[src/rtl/serv_rst_pkg.sv]
// serv_rst_pkg: shared state encoding and counter sizing for the reset sequencer.
package serv_rst_pkg;

    typedef enum logic [1:0] {ST_SYNC, ST_HOLD, ST_PERIPH, ST_RUN} state_t;

    function automatic int cnt_width(input int p, input int c, input int w);
        int m;
        m = p > c ? p : c;
        m = m > w ? m : w;
        return $clog2(m + 1);
    endfunction

    localparam int CNT_W = cnt_width(4, 16, 1024);

endpackage

[src/rtl/serv_rst_sync.sv]
// serv_rst_sync: async-assert / sync-deassert reset chain; rst_s_nxt is the value rst_s takes on the next edge.
module serv_rst_sync #(
    parameter int SYNC_STAGES = 2
) (
    input  logic i_clk,
    input  logic i_rst,
    output logic rst_s,
    output logic rst_s_nxt
);

    logic [SYNC_STAGES-1:0] chain;

    always_ff @(posedge i_clk or posedge i_rst)
        if (i_rst) chain <= '1;
        else chain <= {chain[SYNC_STAGES-2:0], 1'b0};

    assign rst_s     = chain[SYNC_STAGES-1];
    assign rst_s_nxt = chain[SYNC_STAGES-2];

endmodule

[src/rtl/serv_rst_seq.sv]
// serv_rst_seq: staged reset release (peripherals, then core) with soft reset replay.
// Optional watchdog enabled by defining SERV_RST_SEQ_WDT_EN.
module serv_rst_seq
    import serv_rst_pkg::*;
#(
    parameter int SYNC_STAGES  = 2,
    parameter int PERIPH_DELAY = 4,
    parameter int CORE_DELAY   = 16,
    parameter int WDT_CYCLES   = 1024
) (
    input  logic i_clk,
    input  logic i_rst,
    input  logic i_sreq,
    output logic o_sack,
    output logic o_rst_periph,
    output logic o_rst_core,
    output logic o_ready
`ifdef SERV_RST_SEQ_WDT_EN
    ,
    input  logic i_wdt_kick,
    output logic o_wdt_fired
`endif
);

    localparam int W = cnt_width(PERIPH_DELAY, CORE_DELAY, WDT_CYCLES);
    localparam logic [W-1:0] P_LAST = W'(PERIPH_DELAY - 1);
    localparam logic [W-1:0] C_LAST = W'(CORE_DELAY - 1);

    state_t         state, state_nxt;
    logic [W-1:0]   cnt, cnt_nxt, run_cnt;
    logic           rst_s, rst_s_nxt, expire;

    serv_rst_sync #(.SYNC_STAGES(SYNC_STAGES)) u_sync (
        .i_clk     (i_clk),
        .i_rst     (i_rst),
        .rst_s     (rst_s),
        .rst_s_nxt (rst_s_nxt)
    );

`ifdef SERV_RST_SEQ_WDT_EN
    localparam logic [W-1:0] W_LAST = W'(WDT_CYCLES - 1);
    assign expire  = state == ST_RUN && cnt == W_LAST && !i_wdt_kick;
    assign run_cnt = i_wdt_kick ? '0 : cnt + 1'b1;
    always_ff @(posedge i_clk or posedge i_rst)
        if (i_rst) o_wdt_fired <= 1'b0;
        else if (expire) o_wdt_fired <= 1'b1;
`else
    assign expire  = 1'b0;
    assign run_cnt = '0;
`endif

    always_ff @(posedge i_clk or posedge i_rst)
        if (i_rst) begin
            state <= ST_SYNC;
            cnt   <= '0;
        end else begin
            state <= state_nxt;
            cnt   <= cnt_nxt;
        end

    // ST_SYNC is left on the same edge rst_s falls, so that edge starts the hold count
    always_comb begin
        state_nxt = state == ST_SYNC   ? (rst_s && rst_s_nxt ? ST_SYNC : ST_HOLD)
                  : state == ST_HOLD   ? (cnt == P_LAST ? ST_PERIPH : ST_HOLD)
                  : state == ST_PERIPH ? (cnt == C_LAST ? ST_RUN : ST_PERIPH)
                  : (i_sreq || expire ? ST_HOLD : ST_RUN);
        cnt_nxt   = state_nxt != state ? '0
                  : state == ST_RUN    ? run_cnt
                  : state == ST_SYNC   ? '0
                  : cnt + 1'b1;
    end

    // both resets decode from one next-state value, so core can never release ahead of periph
    always_ff @(posedge i_clk or posedge i_rst)
        if (i_rst) begin
            o_rst_periph <= 1'b1;
            o_rst_core   <= 1'b1;
            o_ready      <= 1'b0;
            o_sack       <= 1'b0;
        end else begin
            o_rst_periph <= state_nxt == ST_SYNC || state_nxt == ST_HOLD;
            o_rst_core   <= state_nxt != ST_RUN;
            o_ready      <= state_nxt == ST_RUN;
            o_sack       <= state == ST_RUN && i_sreq;
        end

endmodule
[config.mk]
export PLATFORM = sky130hd
export DESIGN_NAME = serv_rst_seq
export DESIGN_NICKNAME = d
export VERILOG_FILES = /design/src/rtl/serv_rst_pkg.sv /design/src/rtl/serv_rst_sync.sv /design/src/rtl/serv_rst_seq.sv
export SDC_FILE = /design/constraint.sdc
export NUM_CORES = 1
export LEC_CHECK = 0
export ABC_CLOCK_PERIOD_IN_PS = 1750
export CORE_MARGIN = 2
export CORE_UTILIZATION = 52
export CTS_BUF_LIST = sky130_fd_sc_hd__clkbuf_8
export DETAILED_ROUTE_END_ITERATION = 7
export GPL_TIMING_DRIVEN = 0
export PLACE_DENSITY = 0.75
export SLEW_MARGIN = 20
export SYNTH_ARGS = -nofsm -noshare
export SYNTH_HDL_FRONTEND = slang
export SYNTH_HIERARCHICAL = 1
export SYNTH_SLANG_ARGS = --single-unit
[constraint.sdc]
create_clock -name i_clk -period 1.75 [get_ports i_clk]
set_input_delay 0.175 -clock i_clk [delete_from_list [all_inputs] [get_ports i_clk]]
set_output_delay 0.175 -clock i_clk [all_outputs]
set_load 0.05 [all_outputs]
==> out/summary.txt <==
Outcome -> finished, final reports clean
Power Density -> 1330 mW/mm²
Layout net count -> 103
Max rail drop VDD -> 796 µV
Clock Sinks -> 19
Clock Power Share -> 20.0%
Crit Path Class -> flop to flop
CTS Buf Count -> 3
Remaining DRCs -> 0
Synth Flop Type -> dfrtp_1
Die Ht -> 45.4 µm
Initial Utilization -> 57.2%
RSZ-0062 raised after global routing -> yes
Endpoints failing setup -> 0
Synth async-reset ratio -> 100%
Fraction of layout cells with a size suffix above 1 -> 19.4%
Most frequent cell after synthesis -> dfrtp_1
Worst EP arrival -> 1.88 ns
Crit path cell chain -> or4_4 > or4_1 > o211a_1
Combinational power share -> 39.2%
Antenna violations before repair -> 0
Max-slew headroom -> 57.7%
Die area -> 0.00206 mm²
Global-route wire length before repair -> 2.92 mm
Overflow after GRT -> 0
Post-synth top area share -> 42.1%
Via/cell ratio -> 6.18
Setup WS post-layout -> 0.00514 ns
Syn_nets -> 86
Top cells by count, synth -> dfrtp_1 (15), a21oi_1 (8), inv_1 (5), o21ai_0 (5)
Max Slew Vio Count -> 0
Post-Route WL -> 1.67 mm
Mean Syn Cell Area -> 10.9 µm²
Port Buffer Count -> 6
Gr usage total -> 19.3%
P_sw -> 524 µW
Area growth syn-to-layout -> 21.7%
Yosys reg bits -> 19
Critical Path Source Type -> flop
Hold_buf cts -> 0
Fin crit period -> 1.74 ns
Post-synth EDFFs -> 0
Filler cell count -> 113
First-pass DRT Iterations -> 4
Worst r2r src -> cnt[10]$_DFF_PP0_
I/O pins -> 7
Die width -> 45.4 µm
DRT iter0 DRCs -> 15
Hold Violations, Final -> 0
Clock root cell -> clkbuf_8
Flop2flop setup slack -> 0.005 ns
Fmax -> 573 MHz
Diodes inserted -> 0
Fin crit share -> 99.7%
Seq pwr share -> 40.8%
Hold WS -> 0.273 ns
Post-Synthesis Cells -> 82
Max_cap viols -> 0
Maximum buffer depth of the clock tree -> 2
Final RePlAce weighted congestion -> 0.742
CP max stage delay -> 0.58 ns
CP Data Required Time -> 1.89 ns
Post-synthesis sequential area ratio -> 53.9%
Per-cell routed wire length -> 14.6 µm
Standard-cell rows -> 14
Vias in the first global route -> 687
Netlist cell types -> 30
Via count -> 704
Pre-CTS WS -> -0.277 ns
Switching part of the total -> 36.2%
Synth area leaders -> dfrtp_1 (42%), dfstp_2 (12%), a21oi_1 (4.5%)
Pleak -> 0.460 nW
Slowest-stage cell, CP -> or4_4
H-tree Lvls -> 1
Worst Setup EP -> state[0]$_DFF_PP0_
Mapped cell area -> 892 µm²
Layout Skew -> 0.00262 ns
Yosys warning total -> 6
Cell taking the most area after synthesis -> dfrtp_1
Core area -> 0.00156 mm²
CP max FO -> 5
Worst skew pair latency -> 0.25 ns
RR Endpoint -> state[0]$_DFF_PP0_
Slew @ Worst Pin -> 0.634 ns
CP Launch Point -> cnt[10]$_DFF_PP0_
Endpoint type of the worst setup path -> flop
Largest net degree at the start of global routing -> 18
TritonCTS clock tree -> done
Clock slew at reported path FFs -> 0.07 ns
Dpl hpwl -> 1.07 mm
Routed Antenna Nets -> 0
Worst-case reg-to-reg path depth -> 3
Int Pwr -> 925 µW
Worst hold path type -> input pin to async pin
Final Util -> 69.7%
[repair_timing]
| action | in CTS | in global routing |
|---|---|---|
| gates cloned | 0 | 0 |
| setup endpoints to repair | 8 | 11 |
| buffers inserted | 3 | 3 |
| resized for setup | 2 | 2 |
| pin swaps | 3 | 1 |
| endpoints found under the hold margin | 0 | 0 |
[cell type report]
| type | count | area [µm²] | share of cell area, % |
|---|---|---|---|
| timing repair buffer | 12 | 108 | 9.91 |
| buffer | 2 | 7.51 | 0.691 |
| sequential | 19 | 480 | 44.2 |
| tap | 16 | 20.0 | 1.84 |
| clock inverter | 1 | 3.75 | 0.346 |
| multi-input combinational | 56 | 407 | 37.4 |
| inverter | 5 | 18.8 | 1.73 |
| clock buffer | 3 | 41.3 | 3.80 |
[metal layers]
| metal | wire (µm) | vias to the layer above | track usage [%] |
|---|---|---|---|
| met2 | 801 | 20 | 31.0 |
| li1 | - | 336 | - |
| met1 | 792 | 346 | 26.0 |
| met5 | 0 | - | 0 |
| met3 | 66 | 2 | 3.57 |
| met4 | 9 | 0 | 7.06 |
[state kept, by name, indices dropped and copies added, names as in the netlist]
name          flops
cnt              11
state             2
u_sync/chain      2
o_ready           1
o_rst_core        1
o_rst_periph      1
o_sack            1
[how the worst min path moves through the flow]
stage | from | to | slack [ns] | cells past startpoint
after global routing | i_rst | u_sync/chain[1]$_DFF_PP1_ | 0.30 | 2
after global placement | u_sync/chain[0]$_DFF_PP1_ | u_sync/chain[1]$_DFF_PP1_ | 0.36 | 0
final | i_rst | u_sync/chain[1]$_DFF_PP1_ | 0.27 | 2
after CTS | i_rst | u_sync/chain[0]$_DFF_PP1_ | 0.27 | 2
after detailed placement | u_sync/chain[0]$_DFF_PP1_ | u_sync/chain[1]$_DFF_PP1_ | 0.36 | 0
after floorplan | i_rst | u_sync/chain[0]$_DFF_PP1_ | 0.09 | 1
[power by group through the flow]
stage / registers [mW] / logic (mW) / clock network [mW]
CTS: 0.588 / 0.535 / 0.297
finish: 0.591 / 0.568 / 0.290
floorplan: 0.658 / 0.312 / 0
global route: 0.606 / 0.623 / 0.312
detailed placement: 0.592 / 0.498 / 0
global placement: 0.590 / 0.482 / 0
[worst max-delay path: cells and delay by family, from the launching register on]
kind,cells,cell delay (ns)
DFF,1,0.40
AOI/OAI and AO/OA,1,0.24
and+or+nand+nor,2,1.00
[cell families after synthesis]
| family | synth area share [%] |
|---|---|
| AOI/OAI and AO/OA | 20.1 |
| xor gates and xnor gates | 3.93 |
| adders and majority gates | 1.40 |
| buffers and inverters | 2.95 |
| DFF | 53.9 |
| other | 0.420 |
| and+or+nand+nor | 17.4 |
[cells in the final DEF, fill, tap and decap left out, types with 2 or more instances in the layout]
cell	netlist	layout
nand4_1	2	2
buf_4	0	6
nor2_1	2	2
a22oi_1	3	3
nand2b_1	2	2
inv_1	5	6
clkbuf_8	0	3
or4_1	3	3
xnor2_1	3	3
dfrtp_1	15	15
clkdlybuf4s50_1	0	5
o31ai_1	2	2
nor4_1	2	2
o21ai_0	5	5
nand2_1	3	3
nand3_1	4	3
dfstp_2	4	4
a21oi_1	8	8
or3_1	4	3
clkbuf_1	2	2
[metrics by stage]
step,std cells,setup TNS (ns),cell area [µm²],total power [mW]
2_1_floorplan,82,-0.0661,892,0.971
3_3_place_gp,104,-1.24,972,1.07
3_5_place_dp,104,-1.63,972,1.09
4_1_cts,111,0,1060,1.42
5_1_grt,114,-0.0300,1090,1.54
6_report,114,0,1090,1.45
No activity file was read; power rests on OpenSTA's default activity.
